<file path="src/rtl/int_pkg.sv">
// Shared defaults and FSM state type for the interrupt controller.
package int_pkg;

    localparam int NUM_IRQ_DEF = 8;
    localparam int IDX_W_DEF   = 3;

    typedef enum logic [1:0] {
        IDLE    = 2'd0,
        REQ     = 2'd1,
        SERVICE = 2'd2
    } stateT;

endpackage

</file>
<file path="src/rtl/int_prio_enc.sv">
// Lowest-index-first priority encoder: index of the lowest set request bit plus an any flag.
module int_prio_enc
    import int_pkg::*;
#(
    parameter int NUM_IRQ = NUM_IRQ_DEF,
    parameter int IDX_W   = IDX_W_DEF
) (
    input  logic [NUM_IRQ-1:0] req,
    output logic [IDX_W-1:0]   idx,
    output logic               any
);

    // Scan high to low so the lowest set bit is the last one written.
    always_comb begin
        idx = '0;
        any = 1'b0;
        for (int i = NUM_IRQ - 1; i >= 0; i--) begin
            if (req[i]) begin
                idx = IDX_W'(i);
                any = 1'b1;
            end
        end
    end

endmodule

</file>
<file path="src/rtl/int_ctrl.sv">
// Interrupt controller: latches IRQ edges, requests the lowest pending unmasked line,
// holds it until fetch acks, then blocks until the handler's RTI retires.
module int_ctrl
    import int_pkg::*;
#(
    parameter int NUM_IRQ = NUM_IRQ_DEF,
    parameter int IDX_W   = IDX_W_DEF
) (
    input  logic               clk,
    input  logic               rst,
    input  logic [NUM_IRQ-1:0] irq,
    input  logic [NUM_IRQ-1:0] irq_mask,
    input  logic               int_ack,
    input  logic               int_ret,
    output logic               int_req,
    output logic [IDX_W-1:0]   int_index,
    output logic               in_service,
    output logic [NUM_IRQ-1:0] pending,
    output stateT              dbgState
);

    // Handshake: int_req stays high (index frozen) until int_ack; int_ack is only
    // honoured in REQ, int_ret only in SERVICE, and ack wins when both arrive in REQ.

    stateT              state;
    stateT              stateNext;
    logic [NUM_IRQ-1:0] irqPrev;
    logic [NUM_IRQ-1:0] rise;
    logic [NUM_IRQ-1:0] eligible;
    logic [NUM_IRQ-1:0] clrMask;
    logic [IDX_W-1:0]   encIdx;
    logic               encAny;
    logic               ackTake;

    assign rise     = irq & ~irqPrev;
    assign eligible = pending & ~irq_mask;

    int_prio_enc #(
        .NUM_IRQ (NUM_IRQ),
        .IDX_W   (IDX_W)
    ) uEnc (
        .req (eligible),
        .idx (encIdx),
        .any (encAny)
    );

    always_comb begin
        stateNext = state;
        ackTake   = 1'b0;
        case (state)
            IDLE: begin
                if (encAny) stateNext = REQ;
            end
            REQ: begin
                if (int_ack) begin
                    stateNext = SERVICE;
                    ackTake   = 1'b1;
                end
            end
            SERVICE: begin
                if (int_ret) stateNext = IDLE;
            end
            default: stateNext = IDLE;
        endcase
    end

    always_comb begin
        clrMask = '0;
        if (ackTake) clrMask[int_index] = 1'b1;
    end

    // A fresh rise is ORed in after the clear, so a same-cycle re-rise survives the ack.
    always_ff @(posedge clk) begin
        irqPrev <= irq;
        if (rst) begin
            state     <= IDLE;
            pending   <= '0;
            int_index <= '0;
        end else begin
            state   <= stateNext;
            pending <= (pending & ~clrMask) | rise;
            if (state == IDLE && encAny) int_index <= encIdx;
        end
    end

    assign int_req    = (state == REQ);
    assign in_service = (state == SERVICE);
    assign dbgState   = state;

endmodule
</file>
<file path="config.mk">
export PLATFORM = sky130hd
export DESIGN_NAME = int_ctrl
export DESIGN_NICKNAME = d
export VERILOG_FILES = /design/src/rtl/int_pkg.sv /design/src/rtl/int_prio_enc.sv /design/src/rtl/int_ctrl.sv
export SDC_FILE = /design/constraint.sdc
export NUM_CORES = 1
export LEC_CHECK = 0
export ABC_AREA = 1
export ABC_CLOCK_PERIOD_IN_PS = 1900
export BUFFER_PORTS_ARGS = -buffer_cell sky130_fd_sc_hd__buf_2
export CAP_MARGIN = 20
export CORE_MARGIN = 2
export CORE_UTILIZATION = 30
export DETAILED_ROUTE_END_ITERATION = 16
export GPL_ROUTABILITY_DRIVEN = 0
export HOLD_SLACK_MARGIN = 0.05
export PLACE_DENSITY_LB_ADDON = 0.2
export SLEW_MARGIN = 20
export SYNTH_ARGS = -nofsm -noshare
export SYNTH_HDL_FRONTEND = slang
export SYNTH_HIERARCHICAL = 1
export SYNTH_SLANG_ARGS = --single-unit
</file>
<file path="constraint.sdc">
create_clock -name clk -period 1.9 [get_ports clk]
set_input_delay 0.095 -clock clk [delete_from_list [all_inputs] [get_ports clk]]
set_output_delay 0.095 -clock clk [all_outputs]
set_load 0.03 [all_outputs]
</file>
==> impl_metrics.csv <==
group,metric,value,unit
outcome,outcome,"finished, final reports clean",
clock_network,clkLatencyLatePin,0.30,ns
synthesis,syn_nets,158,
timing,drv_slew,0,
clock_network,numCtsBuffers,3,
timing,tightest_slew,0.3379,ns
timing,hold_viol_final,0,
synthesis,seq_area_frac_synth,44.74,%
synthesis,yosysWarnings,6,
run,cap_violations,0,
power,p_comb_share,25.4,%
setup_path,r2r_end,"int_index[1]",
floorplan,placementRows,20,
power,p_seq_share,52.2,%
synthesis,synth-seq-cells,21,
timing,max_clock_freq,763.1,MHz
power,vdd_drop_max,0.3022,mV
floorplan,coreArea,0.003028,mm²
setup_path,cp.required,2.10,ns
synthesis,netlist_area,939.7,µm²
synthesis,synth_area_leader_cell,"dfxtp_1",
clock_network,post_cts_buffers,0,
synthesis,synth.avg_cell_area,6.809,µm²
clock_network,cts.sinks,21,
detailed_routing,via_per_inst,3.974,
layout,fillCellCount,324,
layout,final_util,42.15,%
global_route,antenna_found_initial,0,
placement,dp_hpwl,1573,µm
setup_path,worstRegToRegCells,9,
floorplan,start_util,31.03,%
timing,timing.hold.ws,0.1075,ns
clock_network,clockRootBuffer,"clkbuf_4",
timing,worst_slack,0.5896,ns
clock_network,cts_tree,"yes",
detailed_routing,firstDrtPassIters,4,
timing,finClkSkew,0.003122,ns
detailed_routing,wire_per_inst,8.781,µm
floorplan,dieHeight,59.97,µm
detailed_routing,antenna_left,0,
detailed_routing,vias,906,
detailed_routing,drt-total-wl,2002,µm
timing,finalSetupTns,0,ns
clock_network,h-tree-depth,1,
synthesis,synth.area.top_cells,"dfxtp_1 45%, nand2_1 16%, inv_1 11%, a21oi_2 7.5%, nor2_1 7.2%",
layout,drive_gt1_share,28.80,%
timing,setup_violations,0,
global_route,grt_max_degree,14,
timing,maxSlewHeadroom,77.47,%
layout,insertedDiodeCount,0,
floorplan,io_pins,35,
timing,fin_crit_sh,68.97,%
power,p_sw,312.3,µW
placement,port_buffers,34,
layout,nNetsFinal,205,
clock_network,cts.clk_slew.worst_paths,0.11,ns
setup_path,reg2reg_setup_slack,0.59,ns
detailed_routing,drt_iter0_markers,29,
floorplan,dieArea,0.003596,mm²
hold_path,hold_start,"int_ack",
timing,grt_setup_unrepaired,"false",
global_route,grt_pass1_vias,872,
detailed_routing,drc,0,
timing,finalCriticalPeriod,1.310,ns
power,leakage,0.0006358,µW
synthesis,synth_cells,138,
clock_network,cts_buffer_depth,2,
synthesis,yosysUniqueCellTypes,16,
setup_path,worstPathMaxFanout,5,
hold_path,worstHoldEndpoint,"dbgState[0]",
setup_path,cp_data_arrival_time,1.51,ns
power,p_int,642.8,µW
global_route,grt_pass1_wl,3470,µm
synthesis,synth_top_area_share,44.74,%
floorplan,die_x,59.97,µm
setup_path,crit_path_start,"pending[7]",
global_route,grt_usage,12.80,%
setup_path,worst-setup-path-type,"register to register",
placement,place_ws,0.6007,ns
power,powerDensity,748.4,mW/mm²
setup_path,start_kind,"register",
hold_path,hp-class,"input port to register",
layout,area_growth,35.82,%
setup_path,r2r-start,"pending[7]",
power,sw_frac_of_total,32.69,%
hold_path,whs_path_depth,4,
global_route,overflow,0,
setup_path,worstSetupEndpointType,"register",
power,pwr-share-clk,22.4,%
[cell families after synthesis]
logic type             after synthesis  synth area share, %
and+or+nand+nor                     68                30.09
buffers and inverters               33                13.31
DFF                                 21                44.74
AOI/OAI and AO/OA                   16                11.85
[cell usage after synthesis]
cell,n
nand3_1,3
a21oi_2,8
inv_1,28
nor2_4,1
a21oi_1,6
nor2_1,18
nand2_1,41
dfxtp_1,21
nor3_2,1
o21ai_1,1
nand2_2,2
or2_1,1
nand4_1,1
inv_2,4
buf_2,1
a31oi_1,1
[final cells by class]
class                   instances  area (µm²)  share of cell area (%)
repair buffers                 43       260.3                   20.39
clock buffers                   4       26.28                   2.059
flip-flops and latches         21       420.4                   32.94
multi-input cells              84       394.1                   30.88
inverters                      32       120.1                   9.412
well taps                      44       55.05                   4.314
[layer usage]
layer  vias to the layer above  GRT usage (%)  routed length (µm)
met1                       376          15.02                 973
met3                         3          3.247                 108
li1                        501              -                   -
met4                         0          5.714                  30
met2                        26          21.74                 889
met5                         -              0                   0
[worst max path at each step]
stage / end / depth (start not counted) / slack [ns]
after global placement: int_index[2] / 9 / 0.66
after detailed placement: int_index[1] / 9 / 0.60
after floorplan: dbgState[1] / 4 / 0.57
after CTS: int_index[1] / 9 / 0.58
final: int_index[1] / 9 / 0.59
after global routing: int_index[1] / 9 / 0.45
[power groups by stage]
stage	Combinational [µW]	Sequential [µW]	Clock, µW
floorplan	120	549	0
global placement	228	508	0
detailed placement	231	509	0
CTS	245	499	226
global route	272	505	249
finish	242	499	214
[critical path, stage by stage, from the launching register on]
cell     delay [ns]
dfxtp_1        0.34
inv_1          0.05
nor2_1         0.04
or2_1          0.24
nor3_2         0.14
nand2_1        0.09
nand2_2        0.12
inv_2          0.05
nand2_1        0.08
a21oi_2        0.05
[layout by cell type, fill, tap and decap left out, drive strengths merged]
master	count
nor2	19
nand2	43
dlygate4sd3	9
inv	32
nor3	1
buf	34
dfxtp	21
a31oi	1
nand4	1
or2	1
a21oi	14
o21ai	1
nand3	3
clkbuf	4
[flip-flops by register name, indices dropped and copies added, names as in the netlist]
register and count:
irqPrev 8, pending 8, int_index 3, dbgState 2
[per-stage QoR]
step / std cells / instance area [µm²] / power [µW]
3_5_place_dp: 215 / 1160 / 740.1
2_1_floorplan: 138 / 939.7 / 668.1
4_1_cts: 228 / 1276 / 970.1
5_1_grt: 228 / 1276 / 1025
6_report: 228 / 1276 / 955.1
3_3_place_gp: 215 / 1160 / 735.2
[what timing repair did]
item                                   4_1_cts  5_1_grt
hold buffers                                 9        0
resized for setup                            0        0
endpoints found under the hold margin       17        0
No activity file was read; power rests on OpenSTA's default activity.
